===== config.mk =====
export PLATFORM = sky130hd
export DESIGN_NAME = aes_stream_slave
export DESIGN_NICKNAME = d
export VERILOG_FILES = /design/src/rtl/aes_stream_slave.sv
export SDC_FILE = /design/constraint.sdc
export NUM_CORES = 2
export LEC_CHECK = 0
export ABC_CLOCK_PERIOD_IN_PS = 9500
export CAP_MARGIN = 5
export CORE_AREA = 2 2 300 302
export DETAILED_ROUTE_END_ITERATION = 8
export DIE_AREA = 0 0 302 304
export MAX_ROUTING_LAYER = met4
export PLACE_DENSITY = 0.79
export SYNTH_ARGS = -nofsm -noshare
export SYNTH_HDL_FRONTEND = slang
export SYNTH_SLANG_ARGS = --single-unit

===== constraint.sdc =====
create_clock -name clock -period 9.5 [get_ports clock]
set_input_delay 1.425 -clock clock [delete_from_list [all_inputs] [get_ports clock]]
set_output_delay 1.425 -clock clock [all_outputs]
set_load 0.01 [all_outputs]

===== src/rtl/aes_stream_slave.sv =====
// Avalon-MM slave front end for a 128-bit AES block engine: word packing, input/output block
// FIFOs, start/done dispatch and CBC chaining. Optional irq output under `define AES_IRQ_EN.
module aes_stream_slave #(
  parameter int unsigned DATA_W    = 32,
  parameter int unsigned IN_DEPTH  = 2,
  parameter int unsigned OUT_DEPTH = 2
) (
  input  logic              clock,
  input  logic              resetn,
  input  logic              chipselect,
  input  logic [3:0]        address,
  input  logic              read,
  output logic [DATA_W-1:0] readdata,
  input  logic              write,
  input  logic [DATA_W-1:0] writedata,
  output logic              waitrequest,
  output logic              core_start,
  output logic [127:0]      core_text,
  output logic [127:0]      core_key,
  input  logic              core_done,
  input  logic [127:0]      core_result
`ifdef AES_IRQ_EN
  ,
  output logic              irq
`endif
);

  localparam int unsigned W       = 128 / DATA_W;
  localparam int unsigned InPtrW  = (IN_DEPTH > 1) ? $clog2(IN_DEPTH) : 1;
  localparam int unsigned OutPtrW = (OUT_DEPTH > 1) ? $clog2(OUT_DEPTH) : 1;
  localparam logic [2:0]         LastWord = 3'(W - 1);
  localparam logic [3:0]         InDepth  = 4'(IN_DEPTH);
  localparam logic [3:0]         OutDepth = 4'(OUT_DEPTH);
  localparam logic [InPtrW-1:0]  InLast   = InPtrW'(IN_DEPTH - 1);
  localparam logic [OutPtrW-1:0] OutLast  = OutPtrW'(OUT_DEPTH - 1);

  localparam logic [3:0] AddrDataIn  = 4'h0;
  localparam logic [3:0] AddrDataOut = 4'h4;
  localparam logic [3:0] AddrStatus  = 4'h8;
  localparam logic [3:0] AddrCtrl    = 4'hC;
  localparam logic [3:0] AddrKey     = 4'h1;
  localparam logic [3:0] AddrIv      = 4'h2;

  typedef enum logic [1:0] {StIdle, StStart, StWait, StWb} state_e;

  state_e              state_q, state_d;
  logic [127:0]        din_q, din_d, key_q, key_d, iv_q, iv_d, chain_q, chain_d;
  logic [127:0]        text_q, text_d, result_q, result_d;
  logic [2:0]          pack_cnt_q, pack_cnt_d, unpack_cnt_q, unpack_cnt_d;
  logic [2:0]          key_cnt_q, key_cnt_d, iv_cnt_q, iv_cnt_d;
  logic                cbc_en_q, cbc_en_d;
  logic [InPtrW-1:0]   in_wr_q, in_wr_d, in_rd_q, in_rd_d;
  logic [OutPtrW-1:0]  out_wr_q, out_wr_d, out_rd_q, out_rd_d;
  logic [3:0]          in_cnt_q, in_cnt_d, out_cnt_q, out_cnt_d;
  logic [127:0]        in_mem  [1 << InPtrW];
  logic [127:0]        out_mem [1 << OutPtrW];

  logic         wr_cyc, rd_cyc, idle, in_full, out_avail, flush;
  logic         din_acc, dout_acc, key_acc, iv_acc, ctrl_acc;
  logic         in_push, in_pop, out_push, out_pop;
  logic [127:0] din_shift, key_shift, iv_shift, in_head, out_head;
  logic [11:0]  status;

  assign wr_cyc    = chipselect & write;
  assign rd_cyc    = chipselect & read;
  assign idle      = (state_q == StIdle);
  assign in_full   = (in_cnt_q == InDepth);
  assign out_avail = (out_cnt_q != 4'd0);
  assign in_head   = in_mem[in_rd_q];
  assign out_head  = out_mem[out_rd_q];
  assign status    = {out_cnt_q, in_cnt_q, cbc_en_q, ~idle, in_full, out_avail};

  // New words enter at the LSB end so the first word of a block ends up in the MSBs.
  assign din_shift = (din_q << DATA_W) | 128'(writedata);
  assign key_shift = (key_q << DATA_W) | 128'(writedata);
  assign iv_shift  = (iv_q << DATA_W) | 128'(writedata);

  always_comb begin
    waitrequest = 1'b0;
    if (wr_cyc) begin
      case (address)
        AddrDataIn:                 waitrequest = (pack_cnt_q == LastWord) && in_full;
        AddrKey, AddrIv, AddrCtrl:  waitrequest = ~idle;
        default:                    waitrequest = 1'b0;
      endcase
    end else if (rd_cyc && address == AddrDataOut) begin
      waitrequest = ~out_avail;
    end
  end

  always_comb begin
    readdata = '0;
    if (rd_cyc) begin
      case (address)
        AddrDataOut: if (out_avail) readdata = out_head[127 - DATA_W * int'(unpack_cnt_q) -: DATA_W];
        AddrStatus:  readdata = {{(DATA_W - 12){1'b0}}, status};
        default:     readdata = '0;
      endcase
    end
  end

  assign din_acc  = wr_cyc & ~waitrequest & (address == AddrDataIn);
  assign key_acc  = wr_cyc & ~waitrequest & (address == AddrKey);
  assign iv_acc   = wr_cyc & ~waitrequest & (address == AddrIv);
  assign ctrl_acc = wr_cyc & ~waitrequest & (address == AddrCtrl);
  assign dout_acc = rd_cyc & ~waitrequest & (address == AddrDataOut);
  assign flush    = ctrl_acc & writedata[1];

  assign in_push  = din_acc & (pack_cnt_q == LastWord);
  assign in_pop   = (state_q == StStart);
  assign out_push = (state_q == StWb);
  assign out_pop  = dout_acc & (unpack_cnt_q == LastWord);

  assign core_start = (state_q == StStart);
  assign core_text  = text_q;
  assign core_key   = key_q;

  // Pack/unpack counters, key/IV registers and both FIFO pointer sets.
  always_comb begin
    din_d        = din_q;
    key_d        = key_q;
    iv_d         = iv_q;
    pack_cnt_d   = pack_cnt_q;
    unpack_cnt_d = unpack_cnt_q;
    key_cnt_d    = key_cnt_q;
    iv_cnt_d     = iv_cnt_q;
    cbc_en_d     = cbc_en_q;
    in_wr_d      = in_wr_q;
    in_rd_d      = in_rd_q;
    out_wr_d     = out_wr_q;
    out_rd_d     = out_rd_q;
    in_cnt_d     = in_cnt_q + 4'(in_push) - 4'(in_pop);
    out_cnt_d    = out_cnt_q + 4'(out_push) - 4'(out_pop);

    if (din_acc) begin
      din_d      = din_shift;
      pack_cnt_d = (pack_cnt_q == LastWord) ? 3'd0 : pack_cnt_q + 3'd1;
    end
    if (dout_acc) unpack_cnt_d = (unpack_cnt_q == LastWord) ? 3'd0 : unpack_cnt_q + 3'd1;
    if (key_acc) begin
      key_d     = key_shift;
      key_cnt_d = (key_cnt_q == LastWord) ? 3'd0 : key_cnt_q + 3'd1;
    end
    if (iv_acc) begin
      iv_d     = iv_shift;
      iv_cnt_d = (iv_cnt_q == LastWord) ? 3'd0 : iv_cnt_q + 3'd1;
    end
    if (ctrl_acc) cbc_en_d = writedata[0];

    if (in_push)  in_wr_d  = (in_wr_q == InLast) ? '0 : in_wr_q + 1'b1;
    if (in_pop)   in_rd_d  = (in_rd_q == InLast) ? '0 : in_rd_q + 1'b1;
    if (out_push) out_wr_d = (out_wr_q == OutLast) ? '0 : out_wr_q + 1'b1;
    if (out_pop)  out_rd_d = (out_rd_q == OutLast) ? '0 : out_rd_q + 1'b1;

    if (flush) begin
      pack_cnt_d   = 3'd0;
      unpack_cnt_d = 3'd0;
      in_wr_d      = '0;
      in_rd_d      = '0;
      in_cnt_d     = 4'd0;
      out_wr_d     = '0;
      out_rd_d     = '0;
      out_cnt_d    = 4'd0;
    end
  end

  // Dispatch FSM; output space is reserved before leaving idle so the writeback cannot overflow.
  always_comb begin
    state_d  = state_q;
    text_d   = text_q;
    result_d = result_q;
    chain_d  = chain_q;
    if (iv_acc && iv_cnt_q == LastWord) chain_d = iv_shift;
    if (flush) chain_d = iv_q;
    unique case (state_q)
      StIdle: begin
        if (in_cnt_q != 4'd0 && out_cnt_q < OutDepth && !flush) begin
          text_d  = in_head ^ (cbc_en_q ? chain_q : 128'd0);
          state_d = StStart;
        end
      end
      StStart: state_d = StWait;
      StWait: begin
        if (core_done) begin
          result_d = core_result;
          state_d  = StWb;
        end
      end
      StWb: begin
        if (cbc_en_q) chain_d = result_q;
        state_d = StIdle;
      end
      default: state_d = StIdle;
    endcase
  end

  always_ff @(posedge clock) begin
    if (in_push)  in_mem[in_wr_q]   <= din_shift;
    if (out_push) out_mem[out_wr_q] <= result_q;
  end

  always_ff @(posedge clock or negedge resetn) begin
    if (!resetn) begin
      state_q      <= StIdle;
      din_q        <= '0;
      key_q        <= '0;
      iv_q         <= '0;
      chain_q      <= '0;
      text_q       <= '0;
      result_q     <= '0;
      pack_cnt_q   <= '0;
      unpack_cnt_q <= '0;
      key_cnt_q    <= '0;
      iv_cnt_q     <= '0;
      cbc_en_q     <= 1'b0;
      in_wr_q      <= '0;
      in_rd_q      <= '0;
      out_wr_q     <= '0;
      out_rd_q     <= '0;
      in_cnt_q     <= '0;
      out_cnt_q    <= '0;
    end else begin
      state_q      <= state_d;
      din_q        <= din_d;
      key_q        <= key_d;
      iv_q         <= iv_d;
      chain_q      <= chain_d;
      text_q       <= text_d;
      result_q     <= result_d;
      pack_cnt_q   <= pack_cnt_d;
      unpack_cnt_q <= unpack_cnt_d;
      key_cnt_q    <= key_cnt_d;
      iv_cnt_q     <= iv_cnt_d;
      cbc_en_q     <= cbc_en_d;
      in_wr_q      <= in_wr_d;
      in_rd_q      <= in_rd_d;
      out_wr_q     <= out_wr_d;
      out_rd_q     <= out_rd_d;
      in_cnt_q     <= in_cnt_d;
      out_cnt_q    <= out_cnt_d;
    end
  end

`ifdef AES_IRQ_EN
  logic irq_en_q, irq_en_d, irq_q;

  always_comb begin
    irq_en_d = irq_en_q;
    if (ctrl_acc) irq_en_d = writedata[2];
  end

  always_ff @(posedge clock or negedge resetn) begin
    if (!resetn) begin
      irq_en_q <= 1'b0;
      irq_q    <= 1'b0;
    end else begin
      irq_en_q <= irq_en_d;
      irq_q    <= irq_en_q & out_avail;
    end
  end

  assign irq = irq_q;
`endif

endmodule


==> flow_summary.yaml <==
worst_setup_path:
  required_ps: 8080
  crit_chain: "clkdlybuf4s50_1 > nor4b_1 > nor2b_1 > nand4_1 > buf_4 > nor2_1 > clkdlybuf4s50_1"
  critPathLaunchType: "primary input"
  cp_num_buf_inv: 3
  endpoint_kind: "output pin"
  critPathMaxStageDelay_ps: 720
  crit_type: "in2out"
  arrival_ps: 4670
  path_delay_family: "buffers and inverters"
  worstPathMaxFanout: 11
  crit_top_cell: "clkdlybuf4s50_1"
  slowest_stage: "clkdlybuf4s50_1"
global_routing:
  grt_usage: 0.301
  antenna_found_initial: 10
  grt_pass1_wl_um: 199000
  grt_overflow_total: 0
  grt_pass1_vias: 31100
  grt_start_max_net_pins: 211
timing:
  worstMarginPinSlew_ps: 1240
  maxSlewViolCount: 0
  clock_skew_ps: 32.2
  fmax_ghz: 0.164
  fin_crit_ps: 6100
  tns_ps: 0
  setup_viol: 0
  relSlewSlack: 0.175
  rsz0062_at_grt: "no"
  finalCritPeriodShare: 0.642
  finalHoldViolCount: 0
synthesis:
  synth_top_area_share: 0.373
  synth_edf_count: 512
  synth_cells: 3540
  ys_seq_area_frac: 0.675
  ys_ff_latch: 1272
  synth_top_area_cell: "dfrtp_1"
  ys.flop_type: "dfrtp_1"
  synth_commonest_cells: "dfrtp_1 (760), nand2_1 (527), edfxtp_1 (512)"
  avgSynthCellArea_sq_um: 14.4
  async_flop_share: 0.597
  ys_warn_count: 0
  synthTopCellsByArea: "dfrtp_1 (37%), edfxtp_1 (30%), mux2_2 (11%)"
  synthMostInstantiatedCell: "dfrtp_1"
  yosys.cell_types.count: 49
  synth_area_sq_mm: 0.0510
  synth_nets: 3730
floorplanning:
  die-area_sq_mm: 0.0918
  initial_utilization: 0.572
  core_sq_mm: 0.0890
  die_x_um: 302
  ioPinCount: 460
  die_h_um: 304
  fp-row-count: 110
job:
  cap_violations: 0
cts:
  cts_tree: "built"
  clkLatencyLatePin_ps: 740
  clk_path_buf_depth: 3
  cts_sinks: 1272
  postCtsHoldBufs: 0
  h-tree-depth: 4
  post_cts_buffers: 0
  cts_buffers: 131
  cts_resized: 0
  clockRootBuffer: "clkbuf_16"
  clkTransAtPathRegs_ps: 60
route:
  viasPerCell: 6.00
  drc_errors: 0
  wire_per_inst_um: 25.4
  drt_iter0_drc: 3357
  ant_nets: 0
  wirelength_um: 133000
  vias: 31500
  drt_pass1_iterations: 5
power:
  power.switching_mw: 5.30
  internal_power_mw: 12.1
  p_leak_nw: 24.7
  power_density_mw_per_mm2: 286
  clkPwrFrac: 0.290
  switching_share: 0.305
  seq_power_share: 0.488
  pwr-share-comb: 0.222
  peakVddDrop_uv: 195
min_path:
  min_path_type: "reg2reg"
placement:
  gp_congestion: 0.848
  port_buffers: 459
  place_area_sq_mm: 0.0566
  hpwl_um: 80900
finish:
  fin_area_sq_mm: 0.0608
  syn2layout_area_growth_pct: 19.3
  drive_gt1_frac: 0.199
  nets: 4138
run_status:
  status: "completed"
==> path summary, 6_finish.rpt <==
| path | from | end | slack, ps | cells past startpoint |
|---|---|---|---|---|
| max | address[2] | readdata[20] | 3400 | 7 |
| min | din_q[74]$_DFFE_PN0N_ | in_mem[0][106]$_DFFE_PP_ | 470 | 0 |
| max reg2reg | state_q[0]$_DFFE_PN0P_ | chain_q[47]$_DFF_PN0_ | 5760 | 7 |
| min reg2reg | din_q[74]$_DFFE_PN0N_ | in_mem[0][106]$_DFFE_PP_ | 470 | 0 |
| max in group asynchronous | resetn | core_key[13]$_DFFE_PN0P_ | 6520 | 3 |
| min in group asynchronous | resetn | chain_q[32]$_DFF_PN0_ | 740 | 1 |
==> metal layers <==
layer	global-route usage	wire length (um)	vias up
met3	0.0890	15200	216
met1	0.428	54700	16100
met5	-	0	-
met2	0.419	58900	1562
met4	0.101	4200	0
li1	-	-	13600
==> cells in the final DEF (no fill, tap or decap), drive strengths merged, types with 2 or more instances in the layout <==
cell type	count
a211oi	2
a21o	2
a21oi	7
a22oi	10
a31oi	129
and2	9
and3	3
and3b	2
buf	37
bufinv	2
clkbuf	197
clkdlybuf4s50	458
clkinv	31
dfrtp	760
diode	8
edfxtp	512
fa	2
ha	18
inv	26
mux2	494
mux2i	149
mux4	64
nand2	527
nand2b	6
nand3	5
nand4	2
nor2	48
nor2b	4
nor3	2
nor3b	2
nor4	2
nor4b	2
o21ai	262
or3	130
xnor2	136
==> power by group through the flow <==
| stage | combinational, mW | sequential, mW | clock, mW |
|---|---|---|---|
| CTS | 3.88 | 8.44 | 5.10 |
| global placement | 3.74 | 8.45 | 0 |
| floorplan | 2.21 | 8.14 | 0 |
| global route | 4.16 | 8.62 | 5.33 |
| detailed placement | 3.85 | 8.51 | 0 |
| finish | 3.86 | 8.48 | 5.04 |
==> flip-flops by register name, summed over array words and instances (netlist names) <==
name / flops
out_cnt_q: 4
in_rd_q: 1
out_rd_q: 1
iv_q: 128
iv_cnt_q: 3
chain_q: 128
in_wr_q: 1
out_mem: 256
cbc_en_q: 1
core_key: 128
result_q: 128
unpack_cnt_q: 3
core_text: 128
in_cnt_q: 4
in_mem: 256
state_q: 2
din_q: 96
out_wr_q: 1
pack_cnt_q: 3
==> cells by family (layout without fill, tap and decap cells) <==
group | Yosys count | in the layout | synth area share
AO/OA/AOI/OAI | 420 | 420 | 0.0458
XOR/XNOR | 136 | 136 | 0.0234
adder cells (fa/ha/maj) | 20 | 20 | 0.00520
buffers and inverters | 237 | 752 | 0.0198
flip-flops | 1272 | 1272 | 0.675
multiplexers | 707 | 707 | 0.167
other | 0 | 8 | 0
AND/OR/NAND/NOR | 748 | 748 | 0.0642
==> cell type report <==
cell class | instances | area [sq um]
antenna | 8 | 20.0
sequential | 1272 | 34400
clock inverter | 43 | 348
clock buffer | 197 | 3890
timing repair buffer | 495 | 4940
fill | 6021 | 28200
inverter | 17 | 63.8
multi-input combinational | 2031 | 15700
tap | 1176 | 1470
==> through the flow <==
step                       util  std cells  worst slack, ps  hold WS (ps)  power (mW)
after detailed placement  0.635       4991             3460           452        12.4
final                     0.683       5239             3400           467        17.4
after floorplan               -       3540             1140           437        10.4
after global routing      0.683       5238             3140           479        18.1
after CTS                 0.683       5231             3440           466        17.4
after global placement    0.635       4991             3550           444        12.2
==> worst register-to-register path, cell delays in order, from the launching register on <==
cell and delay [ps]:
dfrtp_1 400, inv_1 90, ha_1 330, o41ai_1 670, or3_4 820, buf_4 910
nand2_1 170, a31oi_1 260
No activity file was read; power rests on OpenSTA's default activity.
